[src/rtl/spi_dac_pkg.sv]
// Shared definitions for the MCP49xx SPI DAC streamer: FSM states, frame layout and
// fixed configuration bits.
package spi_dac_pkg;

  typedef enum logic [2:0] {
    StIdle,
    StCsSetup,
    StShift,
    StCsHold,
    StGap,
    StLoad
  } state_e;

  localparam int unsigned FrameW   = 16;
  localparam int unsigned ChanBit  = 15;
  localparam int unsigned BufBit   = 14;
  localparam int unsigned GaNBit   = 13;
  localparam int unsigned ShdnNBit = 12;
  localparam int unsigned CodeW    = 12;

  // Unbuffered reference, 1x gain, output active.
  localparam logic CfgBuf   = 1'b0;
  localparam logic CfgGaN   = 1'b1;
  localparam logic CfgShdnN = 1'b1;

  function automatic logic [FrameW-1:0] build_word(input logic chan,
                                                   input logic [CodeW-1:0] code12);
    logic [FrameW-1:0] w;
    w              = '0;
    w[ChanBit]     = chan;
    w[BufBit]      = CfgBuf;
    w[GaNBit]      = CfgGaN;
    w[ShdnNBit]    = CfgShdnN;
    w[CodeW-1:0]   = code12;
    return w;
  endfunction

endpackage

[src/rtl/spi_dac_tick.sv]
// Free-running sample-rate divider: one-cycle tick every RATE_DIV clocks.
module spi_dac_tick #(
  parameter int unsigned RATE_DIV = 5000
) (
  input  logic clk,
  input  logic rst,
  output logic tick
);

  localparam int unsigned CntW = (RATE_DIV > 1) ? $clog2(RATE_DIV) : 1;

  logic [CntW-1:0] cnt_q;

  assign tick = (cnt_q == CntW'(RATE_DIV - 1));

  always_ff @(posedge clk) begin
    if (rst) begin
      cnt_q <= '0;
    end else if (tick) begin
      cnt_q <= '0;
    end else begin
      cnt_q <= cnt_q + CntW'(1);
    end
  end

endmodule

[src/rtl/spi_dac_stream.sv]
// Streams one sample per internal tick to an MCP491x/492x DAC over SPI.
// Define SPI_DAC_STREAM_LDAC_EN to drive a DAC_LD pulse after each frame.
module spi_dac_stream
  import spi_dac_pkg::*;
#(
  parameter int unsigned DATA_W   = 10,
  parameter int unsigned NCH      = 1,
  parameter int unsigned CLK_DIV  = 1,
  parameter int unsigned RATE_DIV = 5000
) (
  input  logic                  CLOCK_50,
  input  logic                  RESET,
  input  logic [NCH*DATA_W-1:0] din,
  input  logic                  din_valid,
  output logic                  din_ready,
  output logic                  DAC_SDI,
  output logic                  DAC_CS,
  output logic                  DAC_SCK,
  output logic                  DAC_LD,
  output logic                  busy,
  output logic                  underrun
);

  localparam int unsigned DivW = $clog2(2 * CLK_DIV) + 1;
  localparam int unsigned Pad  = CodeW - DATA_W;

  logic tick;

  spi_dac_tick #(
    .RATE_DIV(RATE_DIV)
  ) u_tick (
    .clk (CLOCK_50),
    .rst (RESET),
    .tick(tick)
  );

  state_e                state_q, state_d;
  logic [DivW-1:0]       div_q, div_d;
  logic [4:0]            hcnt_q, hcnt_d;
  logic                  chan_q, chan_d;
  logic [FrameW-1:0]     shreg_q, shreg_d;
  logic [NCH*DATA_W-1:0] sample_q, sample_d, last_q, last_d;
  logic                  full_q, full_d, underrun_q, underrun_d;
  logic                  accept, start, load_word, half_done, full_done;
  logic [CodeW-1:0]      code_a12, code_b12;

  assign din_ready = ~full_q;
  assign accept    = din_valid & din_ready;
  assign start     = tick & (state_q == StIdle);
  assign half_done = (div_q == DivW'(CLK_DIV - 1));
  assign full_done = (div_q == DivW'(2 * CLK_DIV - 1));

  // A sample arriving on the tick cycle bypasses the holding register.
  always_comb begin
    last_d     = last_q;
    sample_d   = sample_q;
    full_d     = full_q;
    underrun_d = underrun_q;
    if (start) begin
      if (accept) begin
        last_d = din;
      end else if (full_q) begin
        last_d = sample_q;
        full_d = 1'b0;
      end else begin
        underrun_d = 1'b1;
      end
    end else begin
      if (accept) begin
        sample_d = din;
        full_d   = 1'b1;
      end
      if (tick) underrun_d = 1'b1;
    end
  end

  assign code_a12 = CodeW'(last_d[DATA_W-1:0]) << Pad;
  assign code_b12 = CodeW'(last_d[NCH*DATA_W-1 -: DATA_W]) << Pad;

  always_comb begin
    state_d   = state_q;
    div_d     = div_q + DivW'(1);
    hcnt_d    = hcnt_q;
    chan_d    = chan_q;
    shreg_d   = shreg_q;
    load_word = 1'b0;
    unique case (state_q)
      StIdle: begin
        div_d = '0;
        if (start) begin
          state_d   = StCsSetup;
          chan_d    = 1'b0;
          load_word = 1'b1;
        end
      end
      StCsSetup: begin
        if (half_done) begin
          state_d = StShift;
          div_d   = '0;
          hcnt_d  = '0;
        end
      end
      StShift: begin
        // Even half-periods are SCK low, odd are SCK high; shift on each falling edge.
        if (half_done) begin
          div_d  = '0;
          hcnt_d = hcnt_q + 5'd1;
          if (hcnt_q[0]) shreg_d = shreg_q << 1;
          if (hcnt_q == 5'd31) state_d = StCsHold;
        end
      end
      StCsHold: begin
        if (half_done) begin
          div_d = '0;
          if (NCH > 1 && !chan_q) begin
            state_d = StGap;
            chan_d  = 1'b1;
          end else begin
`ifdef SPI_DAC_STREAM_LDAC_EN
            state_d = StLoad;
`else
            state_d = StIdle;
`endif
          end
        end
      end
      StGap: begin
        if (full_done) begin
          div_d     = '0;
          state_d   = StCsSetup;
          load_word = 1'b1;
        end
      end
      StLoad: begin
        if (full_done) begin
          div_d   = '0;
          state_d = StIdle;
        end
      end
      default: state_d = StIdle;
    endcase
    if (load_word) shreg_d = chan_d ? build_word(1'b1, code_b12) : build_word(1'b0, code_a12);
  end

  always_ff @(posedge CLOCK_50) begin
    if (RESET) begin
      state_q    <= StIdle;
      div_q      <= '0;
      hcnt_q     <= '0;
      chan_q     <= 1'b0;
      shreg_q    <= '0;
      sample_q   <= '0;
      last_q     <= '0;
      full_q     <= 1'b0;
      underrun_q <= 1'b0;
    end else begin
      state_q    <= state_d;
      div_q      <= div_d;
      hcnt_q     <= hcnt_d;
      chan_q     <= chan_d;
      shreg_q    <= shreg_d;
      sample_q   <= sample_d;
      last_q     <= last_d;
      full_q     <= full_d;
      underrun_q <= underrun_d;
    end
  end

  logic cs_active;
  assign cs_active = (state_q == StCsSetup) | (state_q == StShift) | (state_q == StCsHold);
  assign DAC_CS    = ~cs_active;
  assign DAC_SCK   = (state_q == StShift) & hcnt_q[0];
  assign DAC_SDI   = cs_active & shreg_q[FrameW-1];
  assign busy      = (state_q != StIdle);
  assign underrun  = underrun_q;

`ifdef SPI_DAC_STREAM_LDAC_EN
  assign DAC_LD = (state_q != StLoad);
`else
  assign DAC_LD = 1'b0;
`endif

endmodule

[config.mk]
export PLATFORM = sky130hd
export DESIGN_NAME = spi_dac_stream
export DESIGN_NICKNAME = d
export VERILOG_FILES = /design/src/rtl/spi_dac_pkg.sv /design/src/rtl/spi_dac_tick.sv /design/src/rtl/spi_dac_stream.sv
export SDC_FILE = /design/constraint.sdc
export NUM_CORES = 1
export LEC_CHECK = 0
export ABC_AREA = 1
export BUFFER_PORTS_ARGS = -buffer_cell sky130_fd_sc_hd__buf_2
export CAP_MARGIN = 20
export CORE_MARGIN = 3
export CORE_UTILIZATION = 54
export DETAILED_ROUTE_END_ITERATION = 10
export GPL_TIMING_DRIVEN = 0
export PLACE_DENSITY = 0.76
export SYNTH_ARGS = -nofsm -noshare
export SYNTH_HDL_FRONTEND = slang
export SYNTH_HIERARCHICAL = 1
export SYNTH_SLANG_ARGS = --single-unit
[constraint.sdc]
create_clock -name CLOCK_50 -period 2.1 [get_ports CLOCK_50]
set_input_delay 0.21 -clock CLOCK_50 [delete_from_list [all_inputs] [get_ports CLOCK_50]]
set_output_delay 0.21 -clock CLOCK_50 [all_outputs]
set_load 0.01 [all_outputs]
==> metrics.txt, run 1 <==
grt ovf=0; Pleak=1.37 nW; Starting Density=57.6%; status=finished clean; Die Y=78.1 um; max_cap viols=0; RSZ-0062 raised after global routing=no; cell family with most CP delay=simple AND/OR/NAND/NOR gates; number of buffers added on ports=18; initial antenna violation count=0; Worst-Margin Slew=0.510 ns; HPWL after DPL=4170 um; drt pass-1 iters=5; required time worst endpoint=2.32 ns; WL final=5890 um; clock sinks=58; Worst Path Max Fanout=17; post-route cell area=3190 um^2; # diodes=0; layout cell share with drive strength beyond 1=15.2%; Post-Place Worst Slack=-0.128 ns; crit-path cells=ha_2 > nand2_2 > nor2_1 > nand3_1 > inv_2 > nand2_8 > ha_1 > buf_2 > o21ai_0 > a21oi_1; hold path endpoint=sample_q[5]; Arr. time, crit path=2.15 ns; Die X=78.1 um; Buffers & Inverters on Critical Path=2; post-DR vias/cell=5.10; post-synth cell types=28; Final nets=448; Final min period=1.93 ns; Finished Layout Cells=496; CTS H-Tree Depth=3; WL/cell=11.9 um; count of final max-slew check failures=0; Synth Instances=395; clock latency on the worst-skew pair=0.34 ns; first-pass GRT wire length=10100 um; Setup CP Type=reg -> reg; Root Driver=clkbuf_8; row count=25; Hold Path Stages=3; Yosys warning count=6; Final Hold Fails=0; vias in the first global route=2310; worst flop-to-flop path startpoint=u_tick/cnt_q[0]; largest net degree at the start of global routing=18; Worst Reg-to-Reg Cells=10; CP Launch Type=flop; Core ar.=4880 um^2; TNS Setup=0 ns; clock-pin slew on the worst setup and hold paths=0.06 ns; # setup viols final=0; #FFs+latches synth=58; I/O pin cnt=20; clock buffer depth=2; Placed Area=2980 um^2; Worst R2R Setup Slack=0.17 ns; slowest stage delay, CP=0.36 ns; via count=2528; worst-case vdd ir drop=499 uV; Tot GR Track Use=20.9%; 1st-iter DRT viols=152; total CTS buffers=9; placed insts=480; Area Growth Syn to Fin=13.4%; CTS tree=built; Post-DRT Antenna Nets=0; slowest CP cell=dfxtp_2; PD cells=694 nW/um^2; die area=6110 um^2; Post-Syn Area=2810 um^2; Avg Inst Size Synth=7.11 um^2; Crit. End Element=flop; Seq/Total Area, Yosys=41.3%; setup ws final=0.166 ns; fin crit share=92.1%; Mapped Nets=419; maximum clock frequency=517 MHz; skew final=0.00738 ns; Hold Crit Class=in -> reg; Slew HR=66.0%; CP Depth=10; hold path start=din[5]; number of remaining DRC errors=0; R2R Path End=sample_q[6]; Routability Congestion=0.776
==> layout make-up <==
cell class,instances,area [um^2]
clock inverters,2,10.0
clock buffers,14,173
multi-input cells,265,1350
plain buffers,15,100
inverters,56,210
fillers,443,1690
repair buffers,19,97.6
flip-flops and latches,58,1160
well taps,67,83.8
==> logic make-up after synthesis <==
logic type | after synthesis | synth area share, %
buffers and inverters | 72 | 11.1
DFF | 58 | 41.3
other | 1 | 0.133
AOI/OAI and AO/OA | 81 | 14.6
and+or+nand+nor | 169 | 26.9
xor gates and xnor gates | 3 | 0.935
adders and majority gates | 11 | 4.90
==> synth_stat cells (all sizes together) <==
cell	instances	area, um^2
nor2	53	226
conb	1	3.75
nand3	22	133
xor2	2	17.5
clkbuf	4	15.0
nor3	2	10.0
nand2	85	344
ha	11	138
nand4	5	31.3
a211oi	1	7.51
xnor2	1	8.76
or2	2	12.5
o21ai	34	170
buf	12	87.6
a21oi	46	234
inv	56	210
dfxtp	58	1160
==> routing by layer <==
metal,global-route usage (%),up-vias,part of all wire (%)
met1,26.2,1169,47
met3,5.16,9,3.6
li1,-,1307,-
met2,33.8,43,47
met5,0,-,0
met4,9.97,0,2.0
==> what timing repair did <==
| item | in CTS | in global routing |
|---|---|---|
| hold buffers | 0 | 0 |
| gates resized for setup | 4 | 8 |
| hold endpoints to repair | 0 | 0 |
| buffers inserted | 0 | 1 |
| gates cloned | 0 | 0 |
| setup endpoints to repair | 10 | 10 |
==> cell usage in the layout, fill, tap and decap left out, types with 3 or more instances in the layout <==
master    count
o21ai_1      11
o21ai_0      23
a21oi_1      45
nand4_1       5
buf_4         3
inv_1        55
clkbuf_1      4
nor2_4        3
nor2_1       48
nand2_1      79
ha_1         10
clkbuf_8     12
buf_2        25
nand2_2       4
nand3_1      19
dfxtp_1      56
==> where the power goes <==
| part | internal, mW | switching [mW] | total [mW] |
|---|---|---|---|
| sequential | 1.12 | 0.0152 | 1.14 |
| combinational | 0.0452 | 0.0841 | 0.129 |
| clock | 0.522 | 0.420 | 0.942 |
==> worst min-delay path: cells and delay by family <==
family	cells	cell delay [ns]
buf+inv	2	0.15
compound gates	1	0.06
==> through the flow <==
step | util [%] | total power, mW | hold WS, ns
after detailed placement | 61.2 | 1.29 | 0.457
after global placement | 61.2 | 1.28 | 0.447
final | 65.3 | 2.21 | 0.132
after global routing | 65.3 | 2.31 | 0.136
after floorplan | - | 1.25 | 0.358
after CTS | 64.9 | 2.23 | 0.124
==> state kept, by name (all words and copies together), names as in the netlist <==
signal,count
hcnt_q,5
sample_q,10
state_q,2
last_q,10
u_tick/cnt_q,13
underrun,1
full_q,1
shreg_q,14
div_q,2
==> worst max path at each step <==
stage          slack (ns)     endpoint       startpoint
2_1_floorplan        0.18  sample_q[0]  u_tick/cnt_q[0]
3_3_place_gp        -0.13  sample_q[7]  u_tick/cnt_q[0]
3_5_place_dp        -0.13  sample_q[7]  u_tick/cnt_q[0]
4_1_cts              0.08  sample_q[3]  u_tick/cnt_q[0]
5_1_grt              0.01  sample_q[5]  u_tick/cnt_q[0]
6_report             0.17  sample_q[6]  u_tick/cnt_q[0]
Power figures use the tool's default switching activity.
==> run 2, diff against run 1 <==
Settings changed: CORE_ASPECT_RATIO from default to 1.4, TNS_END_PERCENT from default to 20.
==> run 2 against run 1 <==
Effect of this change: die area increased by 0.20%; count of clock-buffer cells in the layout is 1 lower; sequential power hardly changed; maximum frequency decreased by 1.1%; global-route usage grew 0.39 points; hold slack lost 0.0019 ns; clock skew rose by 0.0040 ns; critical path type unchanged; clock power is 11% higher; critical endpoint is now sample_q[5]; final area is 0.39% higher.
==> metrics.txt, run 2 (synthesized netlist as in run 1, its figures left out) <==
status=finished clean; Setup Fix Bufs, Post-CTS=0 (unchanged); Routability Congestion=0.824 (+6.2%); skew final=0.0113 ns (+0.00395 ns); RSZ-0062 raised after global routing=no; Top Registers=shreg_q (14), u_tick/cnt_q (13); 1st-iter DRT viols=98 (-36%); Tot GR Track Use=21.3% (+0.39 points); largest net degree at the start of global routing=18 (unchanged); Arr. time, crit path=2.17 ns (+0.02 ns); clock latency on the worst-skew pair=0.34 ns (about the same); total CTS buffers=9 (unchanged); max_cap viols=0 (unchanged); register share of total power=49.1% (-2.4 points); Crit. End Element=flop; WL final=5750 um (-2.3%); Starting Density=56.7% (-0.87 points); post-route cell area=3200 um^2 (+0.39%); Final nets=447 (-0.22%); initial antenna violation count=0 (unchanged); worst-case vdd ir drop=549 uV (+10%); Root Driver=clkbuf_8; Post-DRT Antenna Nets=0 (unchanged); Die Y=91.4 um (+17%); first-pass GRT wire length=9960 um (-1.5%); Largest Register=shreg_q; required time worst endpoint=2.31 ns (about the same); CP Launch Type=flop; Worst Path Max Fanout=17 (unchanged); CTS H-Tree Depth=3 (unchanged); count of final max-slew check failures=0 (unchanged); clock sinks=58 (unchanged); Combinational Power Share=5.6% (-0.2 points); fin crit share=93.1% (+1.0 points); maximum clock frequency=511 MHz (-1.1%); Setup CP Type=reg -> reg; slowest CP cell=dfxtp_2; met3 GRT Util=5.57% (+0.41 points); drt pass-1 iters=4 (-1); cell family with most CP delay=simple AND/OR/NAND/NOR gates; Net Switching=0.514 mW (-0.98%); Pleak=1.37 nW (+0.28%); met2 Usage GRT=37.4% (+3.6 points); Core ar.=4950 um^2 (+1.5%); Placed Area=2980 um^2 (-0.13%); die area=6120 um^2 (+0.20%); Hold Crit Class=in -> reg; # diodes=0 (unchanged); Die X=67.0 um (-14%); Area Growth Syn to Fin=13.8%; CTS Hold Bufs=0 (unchanged); PD cells=726 nW/um^2 (+4.6%); CTS tree=built; vias in the first global route=2403 (+4.0%); Post-Place Worst Slack=-0.198 ns (-0.0693 ns); WL/cell=11.7 um (-1.3%); Worst R2R Setup Slack=0.14 ns (-0.02 ns); number of buffers added on ports=18 (unchanged); layout cell share with drive strength beyond 1=15.0% (-0.16 points); Worst-Margin Slew=0.510 ns (-0.000110 ns); setup ws final=0.144 ns (-0.0216 ns); global routing usage on met1=22.7% (-3.5 points); grt ovf=0 (unchanged); row count=30 (+20%); # setup viols final=0 (unchanged); GRT busiest layer=met2; crit-path cells=ha_2 > nand2_2 > nor2_1 > nand3_1 > inv_2 > nand2_8 > ha_1 > clkbuf_4 > o21ai_0 > a21oi_1; via count=2516 (-0.47%); Clk pwr share=45.4% (+2.8 points); commonest non-fill, non-tap cell in the layout=nand2_1; commonest non-fill, non-tap cells in the layout=79 x nand2_1, 56 x dfxtp_1, 55 x inv_1; I/O pin cnt=20 (unchanged); Final Hold Fails=0 (unchanged); slowest stage delay, CP=0.35 ns (about the same); clock-pin slew on the worst setup and hold paths=0.06 ns (about the same); fin util=64.5% (-0.74 points); clock buffer depth=2 (unchanged); post-DR vias/cell=5.12 (+0.54%); HPWL after DPL=4160 um (about the same); max reg flops=14 (unchanged); Buffers & Inverters on Critical Path=2 (unchanged); switch share=22.2% (-1.3 points); number of remaining DRC errors=0 (unchanged); Final min period=1.96 ns (+0.0216 ns); Slew HR=66.0% (about the same); internal power=1.81 mW (+6.9%)
==> run 2: cell type report <==
cell class | count | area, um^2
well taps | 64 | 80.1
repair buffers | 18 | 90.1
multi-input cells | 265 | 1350
plain buffers | 15 | 103
inverters | 56 | 210
flip-flops and latches | 58 | 1160
fillers | 457 | 1760
clock inverters | 2 | 35.0
clock buffers | 13 | 169
==> run 2: timing repair <==
action,CTS,global route
pin swaps,0,0
resized for setup,5,7
endpoints found under the setup margin,10,10
==> run 2: routing by layer <==
layer,routed length (um),share of wire [%]
met4,110,1.9
met2,2970,52
met5,0,0
met3,211,3.7
met1,2460,43
==> run 2: tightest hold or removal path: stages <==
cell and delay [ns]:
buf_2 0.09, inv_1 0.06, a21oi_1 0.06
==> run 2: worst paths after layout <==
check                                      from              end  cells after the start
worst min register to register  u_tick/cnt_q[0]  u_tick/cnt_q[0]                      1
worst max register to register  u_tick/cnt_q[0]      sample_q[5]                     10
worst min-delay path                     din[6]      sample_q[6]                      3
worst max-delay path            u_tick/cnt_q[0]      sample_q[5]                     10
==> run 2: metrics by stage <==
step	instances	power, mW	TNS [ns]	hold WS, ns
after floorplan	395	1.25	0	0.358
after global placement	477	1.29	-1.57	0.444
after detailed placement	477	1.29	-1.88	0.453
after CTS	491	2.34	0	0.123
after global routing	491	2.41	0	0.132
final	491	2.32	0	0.130
==> run 2: power groups by stage <==
stage | sequential [mW] | clock (mW) | combinational (mW)
final | 1.14 | 1.05 | 0.129
after global routing | 1.14 | 1.12 | 0.150
after CTS | 1.14 | 1.07 | 0.130
after detailed placement | 1.16 | 0 | 0.127
after global placement | 1.16 | 0 | 0.125
after floorplan | 1.16 | 0 | 0.0868
